`src/rtl/axi_read_port_arbiter.sv`:
```
// Shares one AXI4 read channel (AR/R) among NUM_PORTS masters; requester index rides in the low ARID bits.
// Optional build macro AXI_ARB_FIXED_PRIORITY_EN selects lowest-index-wins arbitration instead of round-robin.
module axi_read_port_arbiter #(
  parameter int NUM_PORTS       = 2,
  parameter int IDX_WIDTH       = 1,
  parameter int ID_WIDTH        = 8,
  parameter int ADDR_WIDTH      = 24,
  parameter int DATA_WIDTH      = 64,
  parameter int MAX_OUTSTANDING = 4
) (
  input  logic                             aclk,
  input  logic                             rst,
  input  logic [NUM_PORTS*ID_WIDTH-1:0]    s_axi_arid,
  input  logic [NUM_PORTS*ADDR_WIDTH-1:0]  s_axi_araddr,
  input  logic [NUM_PORTS*8-1:0]           s_axi_arlen,
  input  logic [NUM_PORTS*3-1:0]           s_axi_arsize,
  input  logic [NUM_PORTS*2-1:0]           s_axi_arburst,
  input  logic [NUM_PORTS-1:0]             s_axi_arvalid,
  output logic [NUM_PORTS-1:0]             s_axi_arready,
  output logic [NUM_PORTS*ID_WIDTH-1:0]    s_axi_rid,
  output logic [NUM_PORTS*DATA_WIDTH-1:0]  s_axi_rdata,
  output logic [NUM_PORTS*2-1:0]           s_axi_rresp,
  output logic [NUM_PORTS-1:0]             s_axi_rlast,
  output logic [NUM_PORTS-1:0]             s_axi_rvalid,
  input  logic [NUM_PORTS-1:0]             s_axi_rready,
  output logic [ID_WIDTH-1:0]              m_axi_arid,
  output logic [ADDR_WIDTH-1:0]            m_axi_araddr,
  output logic [7:0]                       m_axi_arlen,
  output logic [2:0]                       m_axi_arsize,
  output logic [1:0]                       m_axi_arburst,
  output logic                             m_axi_arlock,
  output logic [3:0]                       m_axi_arcache,
  output logic [2:0]                       m_axi_arprot,
  output logic                             m_axi_arvalid,
  input  logic                             m_axi_arready,
  input  logic [ID_WIDTH-1:0]              m_axi_rid,
  input  logic [DATA_WIDTH-1:0]            m_axi_rdata,
  input  logic [1:0]                       m_axi_rresp,
  input  logic                             m_axi_rlast,
  input  logic                             m_axi_rvalid,
  output logic                             m_axi_rready
);

  localparam logic [0:0] S_IDLE  = 1'b0;
  localparam logic [0:0] S_ISSUE = 1'b1;
  localparam int         CNT_W   = 4;

  logic [0:0]           r_state;
  logic [IDX_WIDTH-1:0] r_ptr;
  logic [IDX_WIDTH-1:0] r_winner;
  logic [CNT_W-1:0]     r_cnt [NUM_PORTS];

  logic [ID_WIDTH-1:0]   w_arid    [NUM_PORTS];
  logic [ADDR_WIDTH-1:0] w_araddr  [NUM_PORTS];
  logic [7:0]            w_arlen   [NUM_PORTS];
  logic [2:0]            w_arsize  [NUM_PORTS];
  logic [1:0]            w_arburst [NUM_PORTS];
  logic [NUM_PORTS-1:0]  w_elig;
  logic [NUM_PORTS-1:0]  w_inc;
  logic [NUM_PORTS-1:0]  w_dec;
  logic                  w_found;
  logic [IDX_WIDTH-1:0]  w_winner;
  logic [IDX_WIDTH-1:0]  w_scan_idx;
  logic [IDX_WIDTH-1:0]  w_ridx;
  logic                  w_ridx_ok;
  logic [NUM_PORTS*IDX_WIDTH-1:0] w_unused_arid_hi;

  assign m_axi_arlock  = 1'b0;
  assign m_axi_arcache = 4'b0011;
  assign m_axi_arprot  = 3'b010;

  assign w_ridx       = m_axi_rid[IDX_WIDTH-1:0];
  assign w_ridx_ok    = int'(w_ridx) < NUM_PORTS;
  // Beats tagged for a nonexistent port are drained so the memory side never stalls on them.
  assign m_axi_rready = w_ridx_ok ? s_axi_rready[w_ridx] : 1'b1;

  genvar gi;
  generate
    for (gi = 0; gi < NUM_PORTS; gi++) begin : g_port
      assign w_arid[gi]    = s_axi_arid[gi*ID_WIDTH +: ID_WIDTH];
      assign w_araddr[gi]  = s_axi_araddr[gi*ADDR_WIDTH +: ADDR_WIDTH];
      assign w_arlen[gi]   = s_axi_arlen[gi*8 +: 8];
      assign w_arsize[gi]  = s_axi_arsize[gi*3 +: 3];
      assign w_arburst[gi] = s_axi_arburst[gi*2 +: 2];
      assign w_unused_arid_hi[gi*IDX_WIDTH +: IDX_WIDTH] =
        s_axi_arid[gi*ID_WIDTH + ID_WIDTH - IDX_WIDTH +: IDX_WIDTH];

      assign w_elig[gi] = s_axi_arvalid[gi] && (r_cnt[gi] < CNT_W'(MAX_OUTSTANDING));
      assign s_axi_arready[gi] = !rst && (r_state == S_IDLE) && w_found &&
                                 (w_winner == IDX_WIDTH'(gi));
      assign w_inc[gi] = (r_state == S_ISSUE) && m_axi_arready && (r_winner == IDX_WIDTH'(gi));
      assign w_dec[gi] = m_axi_rvalid && m_axi_rready && m_axi_rlast && (w_ridx == IDX_WIDTH'(gi));

      assign s_axi_rid[gi*ID_WIDTH +: ID_WIDTH] =
        {{IDX_WIDTH{1'b0}}, m_axi_rid[ID_WIDTH-1:IDX_WIDTH]};
      assign s_axi_rdata[gi*DATA_WIDTH +: DATA_WIDTH] = m_axi_rdata;
      assign s_axi_rresp[gi*2 +: 2] = m_axi_rresp;
      assign s_axi_rlast[gi]  = m_axi_rlast;
      assign s_axi_rvalid[gi] = m_axi_rvalid && (w_ridx == IDX_WIDTH'(gi));

      // Simultaneous issue and completion cancel; stale completions after reset saturate at zero.
      always_ff @(posedge aclk or posedge rst) begin
        if (rst) begin
          r_cnt[gi] <= '0;
        end else if (w_inc[gi] && !w_dec[gi]) begin
          r_cnt[gi] <= r_cnt[gi] + 1'b1;
        end else if (!w_inc[gi] && w_dec[gi] && (r_cnt[gi] != '0)) begin
          r_cnt[gi] <= r_cnt[gi] - 1'b1;
        end
      end
    end
  endgenerate

`ifdef AXI_ARB_FIXED_PRIORITY_EN
  always_comb begin
    w_found    = 1'b0;
    w_winner   = '0;
    w_scan_idx = '0;
    for (int k = NUM_PORTS - 1; k >= 0; k--) begin
      w_scan_idx = IDX_WIDTH'(k);
      if (w_elig[w_scan_idx]) begin
        w_found  = 1'b1;
        w_winner = w_scan_idx;
      end
    end
  end
`else
  // Scan starts one past the last winner so each eligible port is served within NUM_PORTS grants.
  always_comb begin
    w_found    = 1'b0;
    w_winner   = '0;
    w_scan_idx = '0;
    for (int k = 1; k <= NUM_PORTS; k++) begin
      w_scan_idx = IDX_WIDTH'((int'(r_ptr) + k) % NUM_PORTS);
      if (!w_found && w_elig[w_scan_idx]) begin
        w_found  = 1'b1;
        w_winner = w_scan_idx;
      end
    end
  end
`endif

  always_ff @(posedge aclk or posedge rst) begin
    if (rst) begin
      r_state       <= S_IDLE;
      r_ptr         <= '0;
      r_winner      <= '0;
      m_axi_arvalid <= 1'b0;
      m_axi_arid    <= '0;
      m_axi_araddr  <= '0;
      m_axi_arlen   <= '0;
      m_axi_arsize  <= '0;
      m_axi_arburst <= '0;
    end else begin
      case (r_state)
        S_IDLE: begin
          if (w_found) begin
            r_winner      <= w_winner;
            m_axi_arid    <= {w_arid[w_winner][ID_WIDTH-IDX_WIDTH-1:0], w_winner};
            m_axi_araddr  <= w_araddr[w_winner];
            m_axi_arlen   <= w_arlen[w_winner];
            m_axi_arsize  <= w_arsize[w_winner];
            m_axi_arburst <= w_arburst[w_winner];
            m_axi_arvalid <= 1'b1;
            r_state       <= S_ISSUE;
          end
        end
        S_ISSUE: begin
          if (m_axi_arready) begin
            m_axi_arvalid <= 1'b0;
            r_ptr         <= r_winner;
            r_state       <= S_IDLE;
          end
        end
        default: r_state <= S_IDLE;
      endcase
    end
  end

endmodule

```
`config.mk`:
```
export PLATFORM = sky130hd
export DESIGN_NAME = axi_read_port_arbiter
export DESIGN_NICKNAME = d
export VERILOG_FILES = /design/src/rtl/axi_read_port_arbiter.sv
export SDC_FILE = /design/constraint.sdc
export NUM_CORES = 1
export LEC_CHECK = 0
export CAP_MARGIN = 5
export CORE_AREA = 2 2 147 149
export DETAILED_ROUTE_END_ITERATION = 8
export DIE_AREA = 0 0 149 151
export PLACE_DENSITY = 0.54
export SLEW_MARGIN = 20
export SYNTH_ARGS = -nofsm -noshare
export SYNTH_HDL_FRONTEND = slang
export SYNTH_SLANG_ARGS = --single-unit
```
`constraint.sdc`:
```
create_clock -name aclk -period 2.6 [get_ports aclk]
set_input_delay 0.39 -clock aclk [delete_from_list [all_inputs] [get_ports aclk]]
set_output_delay 0.39 -clock aclk [all_outputs]
set_load 0.01 [all_outputs]
```
### Word-level counts from Yosys, hierarchy flattened

Cells that the tools add are included.
W data, S select, Z words.

| word-level totals | value |
|---|---|
| register bits after elaboration | 57 |
| output and inout bits | 209 |
| input port bits | 173 |

| operators by class | value |
|---|---|
| equal/unequal tests | 2 |
| bitwise gates (word level) | 5 |
| $add $sub $neg | 6 |
| multiplexer cells | 35 |
| order comparisons | 6 |
| reduce and logical (&&, ||, !) cells | 35 |

Operators with widths:

| operator | count |
|---|---|
| $mux W24 | 3 |
| $mux W8 | 3 |
| $logic_and A1 B1 Y1 | 22 |
| $mux W7 | 3 |
| $mux W4 | 4 |
| $mux W1 | 14 |
| $mux W3 | 3 |
| $add A4 B1 Y4 const B | 2 |
| $lt A4 B3 Y1 const B | 2 |
| $reduce_bool A4 Y1 | 2 |
| $sub A4 B1 Y4 const B | 2 |
| $logic_not A1 Y1 | 6 |
| $lt A1 B2 Y1 const B | 3 |
| $mux W2 | 3 |
| $reduce_and A2 Y1 | 3 |
| $ne A2 B2 Y1 const B | 2 |
| $not A1 Y1 | 4 |
| $pmux W1 S2 | 2 |
| $reduce_bool A2 Y1 | 2 |
| $add A1 B1 Y1 const B | 2 |
| $ge A2 B2 Y1 const B | 1 |
| $not A1 Y2 | 1 |

### Logic depth before layout (Yosys ltp)

| logic depth | value |
|---|---|
| depth after elaboration | 12 |
| gate-level depth with buffers | 9 |
| depth with buffers taken out | 7 |

### Worst setup path after synthesis

No wires, ideal clock.

| timing | value |
|---|---|
| path type | register to register |
| from | register r_state |
| to | register r_cnt[3] (netlist name) |
| path buffers | 2 |
| path slack | 0.379 ns |
| clock period less this slack | 2.221 ns |
| arrival | 2.095 ns |
| stages on the path, launching flop included | 10 |
| data required time | 2.474 ns |
| cells stage by stage | dfrtp_1 -> clkbuf_8 -> and3_1 -> clkbuf_1 -> nand2_1 -> ha_1 -> a21o_1 -> a2111oi_0 -> o21ai_0 -> o31a_2 |

| on the way | value |
|---|---|
| longest elaborated chain between the ends | 6 |
| elaborated cells on any way between the ends | 8 |

RTL lines:

| what | line | source |
|---|---|---|
| start, declared | 48 | `logic [0:0] r_state;` |
| start signal, assigned | 145 | `r_state <= S_IDLE;` |
| start signal, assigned | 165 | `r_state <= S_ISSUE;` |
| start signal, assigned | 172 | `r_state <= S_IDLE;` |
| $logic_and A1 B1 Y1 (*) (2 in series) | 91 | `assign w_inc[gi] = (r_state == S_ISSUE) && m_axi_arready && (r_winner == IDX_WIDTH'(gi));` |
| $logic_not A1 Y1 | 107 | `end else if (!w_inc[gi] && w_dec[gi] && (r_cnt[gi] != '0)) begin` |
| $logic_and A1 B1 Y1 (2 in series) | 107 |  |
| $reduce_bool A2 Y1 (no source line) | -- |  |
| end signal, assigned by index | 106 | `r_cnt[gi] <= r_cnt[gi] + 1'b1;` |
| end signal, assigned by index | 108 | `r_cnt[gi] <= r_cnt[gi] - 1'b1;` |
| end, declared | 51 | `logic [CNT_W-1:0] r_cnt [NUM_PORTS];` |

Every way passes the cells marked *; elsewhere a longest branch is shown, timed or not.
A chain may end at the register's enable or synchronous reset.

### Worst setup path in the final report

| timing | value |
|---|---|
| from | input port s_axi_arvalid[1] |
| to | output port s_axi_arready[0] |

| on the way | value |
|---|---|
| longest elaborated chain between the ends | 9 |
| elaborated cells on any way between the ends | 14 |

RTL lines:

| what | line | source |
|---|---|---|
| start, declared | 18 | `input logic [NUM_PORTS-1:0] s_axi_arvalid,` |
| $logic_and A1 B1 Y1 (*) | 88 | `assign w_elig[gi] = s_axi_arvalid[gi] && (r_cnt[gi] < CNT_W'(MAX_OUTSTANDING));` |
| $mux W1 (implied by the code) (2 in series) | 135 | `if (!w_found && w_elig[w_scan_idx]) begin` |
| $mux W1 | 135 |  |
| $logic_not A1 Y1 | 135 |  |
| $logic_and A1 B1 Y1 | 135 |  |
| $mux W1 | 135 |  |
| $logic_and A1 B1 Y1 / $not A1 Y1 (equally long branches) | 89, 90 |  |
| $logic_and A1 B1 Y1 (*) | 89 | `assign s_axi_arready[gi] = !rst && (r_state == S_IDLE) && w_found &&` |
| end, declared | 19 | `output logic [NUM_PORTS-1:0] s_axi_arready,` |

Every way passes the cells marked *; elsewhere a longest branch is shown, timed or not. The select of a mux whose other input is x is not followed.

==> flow_summary.ini <==
[run_status]
outcome = finished, final reports clean

[synthesis]
synthCells = 409
syn_area_mm2 = 0.003974
async_flop_share = 1.000
synth_xor_area_frac = 0.008816
synthFlopType = dfrtp_1
synthAdderAreaFrac = 0.02267
synth_top_family_by_area = buffers and inverters
yosysSeqAreaShare = 0.3526
synth.most_common_cell = buf_4
syn_area_per_cell_um2 = 9.716
synth_compound_area_frac = 0.1609
synth.mux.area_fraction = 0.01669
synth_top_cell_area_share = 0.3526
synth-simple-area-share = 0.07273
synthTopCellsByArea = dfrtp_1 35%, buf_4 30%, a221o_1 4.8%
ys_types = 47
synth_top_area_cell = dfrtp_1
ys_ff_latch = 56
yosys_warnings = 0
synth_common_cells = 161 x buf_4, 56 x dfrtp_1, 28 x a21oi_1, 27 x inv_1, 24 x o22ai_1
synth_edf_count = 0

[setup_path]
cp_slowest_stage_delay_ns = 0.48
crit_path_frequent_cell = clkdlybuf4s50_1
startpoint_type = input port
crit_path_cell_trace = clkdlybuf4s50_1 > or3b_1 > buf_4 > nor2_2 > nor4_2 > clkdlybuf4s50_1
cp-startpoint = s_axi_arvalid[1]
path_buf_inv = 3
path_class = in -> out
cp_data_arrival_time_ns = 2.12
cp-end-kind = output pin
slowest_stage = clkdlybuf4s50_1
crit_family = buffers and inverters
r2r-start = m_axi_arid[0]
critical_path.max_fanout = 4
critPathRequiredTime_ns = 2.21

[place]
hpwlAfterDp_um = 8951
gp_congestion = 0.7594
port_buffers = 150
dp_cells = 685

[power_and_ir_drop]
p_per_area_mw_per_mm2 = 998.5
peakVddDrop_mv = 0.2904
total_leakage_power_nw = 1.972
power_mw = 4.830

[floorplanning]
die_y_um = 151
initial_utilization = 0.1908
ioPinCount = 382
dieWidth_um = 149
num_rows = 53
dieArea_mm2 = 0.02250
coreArea_mm2 = 0.02082

[timing]
setup_viol = 0
finalMaxSlewViolations = 0
fin_skew_ns = 0.008158
finalHoldViolCount = 0
rsz0062_at_grt = false
slew_headroom = 0.6412
timing.final.crit_share = 0.9647
tightest_slew_ns = 0.5247
period_needed_ns = 2.508
fmax_mhz = 398.7

[global_routing]
overflow = 0
grt_pass1_wl_um = 16180
track_usage = 0.09491
grt_max_degree = 46
first_global_vias = 2761
antenna_found_initial = 0

[drt]
wl_per_cell_um = 16.43
first_iter_violations = 111
dr.pass1.iters = 4
drt-total-wl_um = 11380
drc = 0
vias = 2737
vias_per_cell = 3.949
ant_nets = 0

[layout]
fillers = 2241
syn2layout_area_growth_pct = 21.73
diodes = 0
stdcell_count = 693
drive_gt1_frac = 0.09569
num-nets-final = 596

[cts]
max-clock-path-buffers = 2
cts_sinks = 56
htreeDepth = 2
cts_tree = built
cts-root-buf = clkbuf_16
clk_latency_ns = 0.30
cts_buffers = 5
clkTransAtPathRegs_ns = 0.08

[min_path]
hold_class = reg -> reg
worstHoldStart = r_cnt[7]

[flow_run]
maxCapViolCount = 0
placed cells by master, fill, tap and decap left out, types with 5 or more instances in the layout:
cell type and instances:
clkdlybuf4s50_1 149, dfrtp_1 56, a21oi_1 28, inv_1 26, o22ai_1 24, nor2b_1 20, a221o_1 19, buf_4 15
conb_1 10, mux2_2 5, clkbuf_16 5
metal layers:
layer	wire (µm)	GRT usage	part of all wire	vias up
met2	5727	0.1689	0.50	197
met1	3946	0.09492	0.35	1281
met5	0	0	0	-
li1	-	-	-	1233
met3	1432	0.05030	0.13	26
met4	276	0.03238	0.024	0
cell type report:
type | count | area (µm²) | area share
Clock inverter | 3 | 42.54 | 0.008795
Inverter | 27 | 101.3 | 0.02095
Timing Repair Buffer | 167 | 1653 | 0.3417
Clock buffer | 5 | 125.1 | 0.02587
Multi-Input combinational cell | 160 | 1170 | 0.2419
Tap cell | 275 | 344.1 | 0.07113
Sequential cell | 56 | 1401 | 0.2897
sequential cells by signal, indices dropped and copies added, names as in the netlist:
register and flops:
m_axi_arburst 2, r_ptr 1, m_axi_arsize 3, r_state 1, m_axi_arvalid 1, m_axi_araddr 24, r_cnt 8, m_axi_arlen 8
m_axi_arid 8
stage by stage:
| stage | setup TNS [ns] | instance area (µm²) | util | worst slack [ns] | hold WS, ns |
|---|---|---|---|---|---|
| global route | 0 | 4837 | 0.2323 | 0.01671 | 0.5661 |
| floorplan | 0 | 4004 | - | 0.3793 | 0.4788 |
| global placement | -0.04993 | 4664 | 0.2240 | -0.04993 | 0.5180 |
| finish | 0 | 4837 | 0.2323 | 0.09170 | 0.5358 |
| CTS | 0 | 4831 | 0.2320 | 0.02761 | 0.5380 |
| detailed placement | -0.07549 | 4664 | 0.2240 | -0.04116 | 0.5247 |
where the power goes:
| part | switching [mW] | total (mW) | internal [mW] |
|---|---|---|---|
| Clock | 0.340 | 0.794 | 0.454 |
| Combinational | 1.04 | 2.43 | 1.39 |
| Sequential | 0.305 | 1.61 | 1.30 |
| Total | 1.69 | 4.83 | 3.14 |
worst register-to-register path, cell delays in order, from the launching register on:
cell and delay, ns:
dfrtp_1 0.43, and3_1 0.21, nand2_1 0.13, ha_1 0.31
a21o_1 0.18, a2111oi_0 0.52, o21ai_0 0.18, o31a_2 0.14
cells by family (layout without fill, tap and decap cells):
kind of cell,count (synthesis),after routing
compound gates,88,88
xor+xnor,4,4
fa+ha+maj,6,6
buf+inv,201,202
flops,56,56
mux,6,6
other cells,2,10
simple gates,46,46
repair_timing:
action	4_1_cts	5_1_grt
cloned	0	0
setup buffers	0	0
setup endpoints to repair	1	1
hold buffers	0	0
gates resized for setup	1	1
final timing paths:
kind	endpoint	slack (ns)	cells after the start
hold reg to reg	r_cnt[7]	0.54	1
hold / removal	r_cnt[7]	0.54	1
min in group asynchronous	r_cnt[7]	0.55	3
setup reg to reg	r_cnt[3]	0.40	7
setup / recovery	s_axi_arready[0]	0.09	6
max in group asynchronous	m_axi_arlen[3]	1.51	4
No activity file was read; power rests on OpenSTA's default activity.
